--- src/rtl/onehot_encoder_serializer.sv ---
// Serialises a request vector into one index beat per set bit, lowest first.
// Define ENC_MSB_FIRST_EN to emit the highest set bit first instead.
module onehot_encoder_serializer #(
   parameter int WIDTH = 8,
   parameter int IDXW  = 3
) (
   input  logic             clk,
   input  logic             rst,
   input  logic             in_valid,
   output logic             in_ready,
   input  logic [WIDTH-1:0] in,
   output logic             out_valid,
   input  logic             out_ready,
   output logic [IDXW-1:0]  out,
   output logic             out_last
);

   typedef enum logic {
      IDLE,
      SCAN
   } state_t;

   state_t           state;
   logic [WIDTH-1:0] pending;
   logic [WIDTH-1:0] clr;
   logic [IDXW-1:0]  sel;

   // pending is zero whenever idle, so out and out_last read 0 there.
   always_comb begin
      sel = '0;
`ifdef ENC_MSB_FIRST_EN
      for (int i = 0; i < WIDTH; i++)
         if (pending[i]) sel = IDXW'(i);
`else
      for (int i = WIDTH - 1; i >= 0; i--)
         if (pending[i]) sel = IDXW'(i);
`endif
   end

   assign clr      = WIDTH'(1) << sel;
   assign out      = sel;
   assign out_last = (pending != '0) &&
                     ((pending & (pending - WIDTH'(1))) == '0);

   always_ff @(posedge clk) begin
      if (rst) begin
         state     <= IDLE;
         pending   <= '0;
         in_ready  <= 1'b1;
         out_valid <= 1'b0;
      end else begin
         unique case (state)
            IDLE: begin
               if (in_valid && in != '0) begin
                  pending   <= in;
                  state     <= SCAN;
                  in_ready  <= 1'b0;
                  out_valid <= 1'b1;
               end
            end
            SCAN: begin
               if (out_ready) begin
                  pending <= pending & ~clr;
                  if (out_last) begin
                     state     <= IDLE;
                     in_ready  <= 1'b1;
                     out_valid <= 1'b0;
                  end
               end
            end
            default: state <= IDLE;
         endcase
      end
   end

endmodule

--- config.mk ---
export PLATFORM = sky130hd
export DESIGN_NAME = onehot_encoder_serializer
export DESIGN_NICKNAME = d
export VERILOG_FILES = /design/src/rtl/onehot_encoder_serializer.sv
export SDC_FILE = /design/constraint.sdc
export NUM_CORES = 1
export LEC_CHECK = 0
export CAP_MARGIN = 20
export CORE_UTILIZATION = 41
export CTS_CLUSTER_DIAMETER = 200
export DETAILED_ROUTE_END_ITERATION = 10
export PLACE_DENSITY = 0.72
export SLEW_MARGIN = 30
export SYNTH_ARGS = -nofsm -noshare
export SYNTH_HDL_FRONTEND = slang
export SYNTH_SLANG_ARGS = --single-unit
--- constraint.sdc ---
create_clock -name clk -period 2 [get_ports clk]
set_input_delay 0.6 -clock clk [delete_from_list [all_inputs] [get_ports clk]]
set_output_delay 0.6 -clock clk [all_outputs]
set_load 0.05 [all_outputs]
==> summary.txt, run 1 <==
Route
  • ANT nets after route: 0
  • DR pass1 iterations: 4
  • DRC: 0
  • Via count: roughly 830
  • Via-to-Cell Ratio: 6.09
  • Final wirelength: between 2 and 2.5 mm
  • Initial detailed-routing violation count: 31
  • Wirelength per Cell: 16.8 µm

Yosys
  • Post-synth top flop: dfxtp_1
  • Synth area leader: dfxtp_1
  • Top cell type's share of synthesized area: 0.324
  • Synth warn: 0
  • Syn Nets: between 90 and 100
  • Number of flops mapped to enable cells by yosys: 0
  • Post-Synthesis Cells: 82
  • Library cells used by synthesis: 35
  • Synth async-reset ratio: 0
  • Sequential area share after synthesis: 0.324
  • Synthesized flop and latch total: 11
  • Synth area leaders: dfxtp_1, a21oi_1, nand2_1
  • Syn avg cell area: between 8 and 9 µm²
  • Mapped cell area: between 600 and 700 µm²

Floorplan
  • Die height: approximately 43 µm
  • Initial Util: 0.447
  • Die width: about 43 µm
  • Core ar.: ~1500 µm²
  • FP Rows: 14
  • # IOs: 18
  • Die area: between 1500 and 2000 µm²

Clock network
  • Clk slew on worst S/H paths: roughly 0.080 ns
  • Clock buffer depth: 2
  • Total CTS buffers: 3
  • Number of H-tree levels: 1
  • Clock sink total: 11
  • Clock root buffer: clkbuf_4
  • Clk Latency, worst-skew pair: approximately 0.28 ns
  • TritonCTS clock tree: built

Place
  • Dpl cell area: approximately 1000 µm²
  • Place WS: -0.218 ns
  • IO buf count: 17
  • Detail Placement HPWL: 1.48 mm
  • Gp weighted congestion: 0.849

Timing
  • Rel. slew slack: 0.704
  • Number of setup violations in the final report: 5
  • Peak Freq: 428 MHz
  • Hold Vio Cnt, Final: 0
  • Clock skew: between 0.0015 and 0.002 ns
  • RSZ-0062 raised after global routing: true
  • Crit share post-route: 1.17
  • Slew Viols, Final: 0
  • Fin worst setup slack: -0.337 ns
  • Fin Setup TNS: -0.976 ns
  • Min Tclk post-route: roughly 2.3 ns
  • Slew of the pin with the lowest slew margin: between 0.4 and 0.5 ns

Run
  • Max-cap violation count: 0

GRT
  • Initial antenna violation count: 0
  • Residual overflow from global routing: 0
  • Largest net degree at the start of global routing: 13
  • Total GRT Usage: 0.250
  • Vias in the first global route: about 780
  • First-pass GRT wire length: 3.41 mm

Outcome
  • Status: complete, but fails checks
  • Failing checks: negative setup slack

Power and ir drop
  • Max VDD drop: a little under 0.0006 V
  • Power per cell area: 743 nW/µm²
  • Leakage: 0.447 nW

Cells and area
  • Most frequent cells in the layout: buf_4, clkdlybuf4s50_1, nand2_1
  • Share of post-route cells with drive strength above 1: 0.392
  • Synth-to-Final Area Change: 70.6%
  • Layout net count: 133
  • Design area: 1160 µm²
  • Most common cell after layout, fill and taps aside: buf_4
  • ANT cells: 0

Critical path
  • CP Launch Type: register
  • Register-to-Register Setup Slack: -0.15 ns
  • Critical path class: reg -> out
  • Critical path required time: 1.40 ns
  • Critical path arrival: roughly 1.7 ns
  • CP endpoint kind: output port
  • Crit Path Max Fanout: 3

Hold path
  • Worst min-delay path class: reg -> reg
-- power by group --
| part | switching, W | internal, W |
|---|---|---|
| Sequential | 0.0000136 | 0.000236 |
| Combinational | 0.000229 | 0.000216 |
| Clock | 0.0000900 | 0.0000776 |
| Total | 0.000333 | 0.000530 |
-- worst max-delay path, stage by stage (launching register included) --
cell and delay, ns:
dfxtp_2 0.33, or4_4 0.57, o32a_4 0.22, a22oi_4 0.17, buf_12 0.16
-- sequential cells by signal, indices dropped and copies added, names as in the netlist --
signal     flops
pending        8
in_ready       1
out_valid      1
state          1
-- routing by layer --
metal  up-vias  track usage  share of wire  wire, µm
li1        396            -              -         -
met1       393        0.303           0.40       915
met3         8       0.0596          0.039        89
met4         0        0.131          0.027        61
met2        31        0.406           0.53      1220
met5         -            0              0         0
-- logic make-up after synthesis --
logic type	count (synthesis)	synth area share
AOI/OAI and AO/OA	31	0.384
buffers and inverters	6	0.0404
DFF	11	0.324
and+or+nand+nor	34	0.252
-- synthesized netlist by cell type (2+ instances only) --
cell type  count
dfxtp_1       11
nand2_1       10
nor2_1        10
a21oi_1        9
inv_1          3
nor4_1         3
o311ai_0       3
nand2b_1       2
nand3_1        2
o211ai_1       2
o21ai_0        2
o31ai_1        2
-- layout make-up --
cell class                      instances  area (µm²)
Multi-Input combinational cell         65         510
Clock buffer                            4        26.3
Inverter                                3        11.3
Timing Repair Buffer                   37         367
Tap cell                               16        20.0
Sequential cell                        11         226
Fill cell                             110         363
-- what timing repair did --
item                       in CTS  in global routing
pin swaps                       4                  6
gates resized for setup        10                 10
setup endpoints to repair       4                  6
hold buffers                    0                  0
setup buffers                   2                  3
-- final timing paths --
kind,start,to,cells past startpoint
worst max register to register,pending[3]$_SDFFE_PP0P_,pending[5]$_SDFFE_PP0P_,8
worst min register to register,in_ready$_SDFFE_PP1P_,in_ready$_SDFFE_PP1P_,2
worst min-delay path,in_ready$_SDFFE_PP1P_,in_ready$_SDFFE_PP1P_,2
worst max-delay path,pending[3]$_SDFFE_PP0P_,out_last,4
-- through the flow --
stage / util / power (W) / hold slack (ns) / cells
after floorplan: - / 0.000460 / 0.474 / 82
after global placement: 0.659 / 0.000626 / 0.454 / 127
after detailed placement: 0.659 / 0.000631 / 0.457 / 127
after CTS: 0.723 / 0.000829 / 0.478 / 133
after global routing: 0.762 / 0.000892 / 0.525 / 136
final: 0.762 / 0.000862 / 0.478 / 136
Note: power is estimated with default switching activity, not from simulation.
==> run 2: changes to the inputs <==
--- a/config.mk
+++ b/config.mk
@@ -6,10 +6,13 @@
 export NUM_CORES = 1
 export LEC_CHECK = 0
 export CAP_MARGIN = 20
-export CORE_UTILIZATION = 41
+export CORE_AREA = 2 2 39 41
 export CTS_CLUSTER_DIAMETER = 200
 export DETAILED_ROUTE_END_ITERATION = 10
-export PLACE_DENSITY = 0.72
+export DIE_AREA = 0 0 41 43
+export DONT_BUFFER_PORTS = 1
+export GPL_TIMING_DRIVEN = 0
+export PLACE_DENSITY = 0.69
 export SLEW_MARGIN = 30
 export SYNTH_ARGS = -nofsm -noshare
 export SYNTH_HDL_FRONTEND = slang
==> run 2 against run 1 <==
  * The run still ends with negative setup slack left
  * Cell area down 21%
  * Critical path depth down 1
  * Wire length down 18%
  * Combinational power down 36%
  * Register-to-register slack about the same
  * Cell count down 18%
  * Fmax down 1.7%
  * Power down 18%
  * Critical path type unchanged
==> summary.txt, run 2 (synthesis gave the netlist of run 1 again) <==
Outcome
  • Failing checks: negative setup slack
  • Status: complete, but fails checks

Critical path
  • Critical path buffers and inverters: 0 (-1)
  • Crit path max-delay family: compound AO/OA/AOI/OAI gates
  • Critical path arrival: 1.78 ns (+0.04 ns)
  • Critical path required time: 1.40 ns (about the same)
  • Critical path class: reg -> out
  • CP max stage cell: or4b_4
  • Slowest stage delay, CP: 0.53 ns (-0.04 ns)
  • CP Launch Type: register
  • CP endpoint kind: output port
  • Crit Path Max Fanout: 4 (+1)
  • CP cell instances: or4b_4 -> o32a_4 -> a22oi_4

Place
  • Place WS: -0.197 ns (+0.0210 ns)
  • IO buf count: 0 (-17)
  • Detail Placement HPWL: 1.20 mm (-19%)
  • Gp weighted congestion: 0.797 (-6.1%)
  • DP Cell Count: 98 (-23%)
  • Dpl cell area: 703 µm² (-30%)

Clock network
  • Total CTS buffers: 3 (unchanged)
  • Clock root buffer: clkbuf_4
  • # hold bufs at CTS: 0 (unchanged)
  • Clock sink total: 11 (unchanged)
  • Clk slew on worst S/H paths: 0.08 ns (about the same)
  • Number of H-tree levels: 1 (unchanged)
  • TritonCTS clock tree: built
  • Clk Latency, worst-skew pair: 0.27 ns (about the same)
  • Clock buffer depth: 2 (unchanged)

Floorplan
  • Core ar.: 1380 µm² (-9.2%)
  • Die area: 1760 µm² (-3.5%)
  • FP Rows: 14 (unchanged)
  • Die width: 41 µm (-4.1%)
  • # IOs: 18 (unchanged)
  • Die height: 43 µm (+0.60%)
  • Initial Util: 0.492 (+0.0452)

Cells and area
  • Layout net count: 109 (-18%)
  • Share of post-route cells with drive strength above 1: 0.396 (+0.00417)
  • Synth-to-Final Area Change: 34.2%
  • Largest register by flop count: pending
  • Most common cell after layout, fill and taps aside: buf_4
  • Most frequent cells in the layout: buf_4, nand2_1, a21oi_1
  • Multi-input gate area: 513 µm² (+0.49%)
  • ANT cells: 0 (unchanged)
  • Max FFs per register: 8 (unchanged)
  • Post-route non-filler standard cell count: 112 (-18%)
  • Design area: 913 µm² (-21%)
  • Storage cell area: 244 µm² (+7.7%)
  • # fillers: 107 (-2.7%)

Timing
  • Number of setup violations in the final report: 5 (unchanged)
  • Slew Viols, Final: 0 (unchanged)
  • Min Tclk post-route: 2.38 ns (+0.0398 ns)
  • Worst hold margin: 0.433 ns (-0.0447 ns)
  • Fin worst setup slack: -0.377 ns (-0.0398 ns)
  • Clock skew: 0.0111 ns (+0.00948 ns)
  • Fin Setup TNS: -1.01 ns (-0.0373 ns)
  • Hold Vio Cnt, Final: 0 (unchanged)
  • Rel. slew slack: 0.540 (-0.164)
  • Peak Freq: 421 MHz (-1.7%)
  • Crit share post-route: 1.19 (+0.0199)
  • Slew of the pin with the lowest slew margin: 0.690 ns (+0.248 ns)
  • RSZ-0062 raised after global routing: true

Run
  • Max-cap violation count: 0 (unchanged)

Hold path
  • Worst min-delay path class: in -> reg

GRT
  • Initial antenna violation count: 0 (unchanged)
  • Total GRT Usage: 0.253 (+0.00209)
  • Vias in the first global route: 712 (-9.2%)
  • Largest net degree at the start of global routing: 11 (-2)
  • Residual overflow from global routing: 0 (unchanged)
  • First-pass GRT wire length: 3.03 mm (-11%)

Route
  • ANT nets after route: 0 (unchanged)
  • Final wirelength: 1.86 mm (-18%)
  • Via count: 696 (-16%)
  • Initial detailed-routing violation count: 22 (-29%)
  • DR pass1 iterations: 4 (unchanged)
  • DRC: 0 (unchanged)
  • Via-to-Cell Ratio: 6.21 (+2.1%)
  • Wirelength per Cell: 16.6 µm (-0.93%)

Power and ir drop
  • Leakage: 0.323 nW (-28%)
  • Max VDD drop: 0.000621 V (+7.2%)
  • Power per cell area: 773 nW/µm² (+4.1%)
## run 2: worst register-to-register path, stage by stage (launching register included)
cell	delay [ns]
dfxtp_4	0.35
or4_4	0.52
buf_4	0.18
a21oi_4	0.39
o2111ai_4	0.21
o311ai_2	0.27
a21oi_1	0.09
## run 2: area by class of cell
cell class | instances | area share
sequential | 11 | 0.267
inverter | 3 | 0.0123
buffer | 1 | 0.00411
tap | 16 | 0.0219
clock inverter | 1 | 0.00548
clock buffer | 3 | 0.0247
multi-input combinational | 65 | 0.562
timing repair buffer | 12 | 0.103
## run 2: worst paths after layout
kind	start	endpoint	slack (ns)	depth (start not counted)
max	pending[7]$_SDFFE_PP0P_	out_last	-0.38	3
min	out_ready	out_valid$_SDFFE_PP0P_	0.43	1
max reg2reg	pending[3]$_SDFFE_PP0P_	pending[5]$_SDFFE_PP0P_	-0.14	6
min reg2reg	pending[1]$_SDFFE_PP0P_	pending[1]$_SDFFE_PP0P_	0.56	2
## run 2: per-layer routing
layer	GRT usage	vias to the layer above	wire length, µm
li1	-	342	-
met1	0.275	326	715
met2	0.438	22	1030
met3	0.0471	6	71
met4	0.113	0	42
met5	0	-	0
## run 2: per-stage QoR
step,power [W],utilization
3_3_place_gp,0.000485,0.508
4_1_cts,0.000686,0.640
3_5_place_dp,0.000489,0.508
6_report,0.000706,0.660
2_1_floorplan,0.000460,-
5_1_grt,0.000741,0.660
## run 2: power by group
group | internal [W] | switching [W]
Combinational | 0.000109 | 0.000178
Sequential | 0.000234 | 0.0000345
Clock | 0.0000739 | 0.0000773
Total | 0.000416 | 0.000289
## run 2: timing repair
action,4_1_cts,5_1_grt
pin swaps,6,5
buffers inserted,11,2
setup endpoints to repair,5,9
gates resized for setup,25,5
==> run 3: changes to the inputs <==
--- a/config.mk
+++ b/config.mk
@@ -6,13 +6,14 @@
 export NUM_CORES = 1
 export LEC_CHECK = 0
 export CAP_MARGIN = 20
-export CORE_AREA = 2 2 39 41
+export CELL_PAD_IN_SITES_DETAIL_PLACEMENT = 0
+export CELL_PAD_IN_SITES_GLOBAL_PLACEMENT = 1
+export CORE_UTILIZATION = 38
 export CTS_CLUSTER_DIAMETER = 200
 export DETAILED_ROUTE_END_ITERATION = 10
-export DIE_AREA = 0 0 41 43
 export DONT_BUFFER_PORTS = 1
 export GPL_TIMING_DRIVEN = 0
-export PLACE_DENSITY = 0.69
+export PLACE_DENSITY_LB_ADDON = 0.1
 export SLEW_MARGIN = 30
 export SYNTH_ARGS = -nofsm -noshare
 export SYNTH_HDL_FRONTEND = slang
==> run 3 against run 2 <==
  * The run still ends with negative setup slack left
  * Cell area is 0.41% higher
  * Clock skew fell by 0.0088 ns
  * First-iteration DRC count shrank 23%
  * Wire length rose by 1.8%
  * Critical path type unchanged
  * Largest cell class unchanged
==> summary.txt, run 3 (synthesis gave the netlist of run 1 again) <==
Outcome
  • Status: complete, but fails checks
  • Failing checks: negative setup slack

Power and ir drop
  • Register share of total power: 0.386 (+0.006)
  • Pint: 0.000424 W (+1.9%)
  • P_sw: 0.000287 W (-0.93%)
  • Clk network pwr share: 0.218 (+0.004)
  • Switching Share: 0.403 (-0.00670)
  • Leakage: 0.322 nW (-0.35%)
  • Combinational share of power: 0.396 (-0.010)
  • Power per cell area: 775 nW/µm² (+0.31%)
  • Max VDD drop: 0.000460 V (-26%)

GRT
  • Total GRT Usage: 0.220 (-0.0324)
  • First-pass GRT wire length: 3.10 mm (+2.3%)
  • Largest net degree at the start of global routing: 11 (unchanged)
  • Initial antenna violation count: 0 (unchanged)
  • Residual overflow from global routing: 0 (unchanged)
  • Vias in the first global route: 636 (-11%)

Timing
  • Slew of the pin with the lowest slew margin: 0.724 ns (+0.0336 ns)
  • Number of setup violations in the final report: 6 (+1)
  • Hold Vio Cnt, Final: 0 (unchanged)
  • Peak Freq: 420 MHz (-0.28%)
  • Crit share post-route: 1.19 (+0.00340)
  • Fin worst setup slack: -0.383 ns (-0.00679 ns)
  • Fin Setup TNS: -0.942 ns (+0.0723 ns)
  • Min Tclk post-route: 2.38 ns (+0.00679 ns)
  • RSZ-0062 raised after global routing: true
  • Clock skew: 0.00224 ns (-0.00881 ns)
  • Worst hold margin: 0.438 ns (+0.00520 ns)
  • Rel. slew slack: 0.518 (-0.0224)
  • Slew Viols, Final: 0 (unchanged)

Clock network
  • Clk slew on worst S/H paths: 0.07 ns (about the same)
  • Clock buffer depth: 2 (unchanged)
  • Total CTS buffers: 3 (unchanged)
  • Clk Latency, worst-skew pair: 0.27 ns (about the same)
  • Clock sink total: 11 (unchanged)
  • TritonCTS clock tree: built
  • Number of H-tree levels: 1 (unchanged)
  • # hold bufs at CTS: 0 (unchanged)
  • Clock root buffer: clkbuf_4

Route
  • Via count: 712 (+2.3%)
  • Wirelength per Cell: 15.8 µm (-5.0%)
  • DRC: 0 (unchanged)
  • Final wirelength: 1.90 mm (+1.8%)
  • DR pass1 iterations: 4 (unchanged)
  • Via-to-Cell Ratio: 5.93 (-4.5%)
  • ANT nets after route: 0 (unchanged)
  • Initial detailed-routing violation count: 17 (-23%)

Cells and area
  • Share of post-route cells with drive strength above 1: 0.406 (+0.0104)
  • Most frequent cells in the layout: nand2_1, a21oi_1, buf_4
  • Most common cell after layout, fill and taps aside: nand2_1
  • ANT cells: 0 (unchanged)
  • Max FFs per register: 8 (unchanged)
  • Design area: 917 µm² (+0.41%)
  • Synth-to-Final Area Change: 34.7%
  • Layout net count: 109 (unchanged)
  • Final core utilization: 0.575 (-0.0847)
  • Largest register by flop count: pending

Floorplan
  • Initial Util: 0.427 (-0.0649)
  • Die height: 44.3 µm (+3.1%)
  • Die area: 1960 µm² (+11%)
  • Core ar.: 1590 µm² (+15%)
  • FP Rows: 14 (unchanged)
  • # IOs: 18 (unchanged)
  • Die width: 44.3 µm (+8.1%)

Critical path
  • Critical path required time: 1.40 ns (about the same)
  • CP max stage cell: or4_4
  • Crit Path Max Fanout: 4 (unchanged)
  • Register-to-Register Setup Slack: -0.12 ns (+0.02 ns)
  • CP cell instances: or4_4 -> o32a_4 -> a22oi_4
  • Critical path class: reg -> out
  • Critical path buffers and inverters: 0 (unchanged)
  • Worst Reg-to-Reg Cells: 6 (unchanged)
  • Critical path arrival: 1.78 ns (about the same)
  • Critical R2R Capture: pending[5]$_SDFFE_PP0P_
  • CP Launch Type: register
  • Crit path max-delay family: compound AO/OA/AOI/OAI gates
  • Slowest stage delay, CP: 0.55 ns (+0.02 ns)
  • CP endpoint kind: output port
  • Worst r2r src: pending[2]$_SDFFE_PP0P_

Place
  • Detail Placement HPWL: 1.24 mm (+3.4%)
  • Place WS: -0.194 ns (+0.00351 ns)
  • Gp weighted congestion: 0.744 (-6.7%)
  • IO buf count: 0 (unchanged)
  • Dpl cell area: 713 µm² (+1.4%)

Run
  • Max-cap violation count: 0 (unchanged)

Hold path
  • Worst min-delay path class: in -> reg
  • Hold depth: 1 (unchanged)
  • Hold path start: out_ready
  • Hold Crit Endpoint: out_valid$_SDFFE_PP0P_
## run 3: cell count changes in the layout (fill, tap and decap cells not counted), sizes merged
| cell | before | now |
|---|---|---|
| clkbuf | 4 | 5 |
| clkinv | 1 | 0 |
## run 3: worst max path at each step
stage / from / endpoint / slack [ns] / cells past startpoint
3_5_place_dp: pending[3]$_SDFFE_PP0P_ / out_last / -0.19 / 3
6_report: pending[2]$_SDFFE_PP0P_ / out_last / -0.38 / 3
4_1_cts: pending[4]$_SDFFE_PP0P_ / out_last / -0.42 / 3
2_1_floorplan: pending[3]$_SDFFE_PP0P_ / out_last / -0.10 / 3
3_3_place_gp: pending[3]$_SDFFE_PP0P_ / out_last / -0.19 / 3
5_1_grt: pending[2]$_SDFFE_PP0P_ / out_last / -0.43 / 3
## run 3: area by class of cell
type                            count  area (µm²)
Buffer                              1        3.75
Clock buffer                        4        26.3
Fill cell                         155         677
Inverter                            3        11.3
Multi-Input combinational cell     65         504
Sequential cell                    11         240
Tap cell                           24        30.0
Timing Repair Buffer               12         101
## run 3: worst register-to-register path, stage by stage, from the launching register on
cell       delay (ns)
dfxtp_4          0.35
or4_4            0.55
buf_6            0.15
a21oi_4          0.37
o2111ai_2        0.20
o311ai_1         0.27
a21oi_1          0.11
## run 3: metal layers
metal  share of wire  GRT usage
met5               0          0
met4           0.015      0.109
met3           0.029     0.0367
met2            0.47      0.321
met1            0.48      0.313
## run 3: timing repair
action,4_1_cts,5_1_grt
resized for setup,25,5
pin swaps,7,9
buffers inserted,8,4
setup endpoints to repair,5,9
## run 3: power groups by stage
stage / logic [W] / registers [W] / clock network (W)
floorplan: 0.000190 / 0.000270 / 0
global placement: 0.000211 / 0.000277 / 0
detailed placement: 0.000212 / 0.000277 / 0
CTS: 0.000258 / 0.000273 / 0.000158
global route: 0.000302 / 0.000277 / 0.000170
finish: 0.000282 / 0.000275 / 0.000155
## run 3: stage by stage
stage,std cells,power (W)
after CTS,116,0.000689
after global routing,120,0.000748
after global placement,106,0.000488
final,120,0.000711
after floorplan,82,0.000460
after detailed placement,106,0.000489
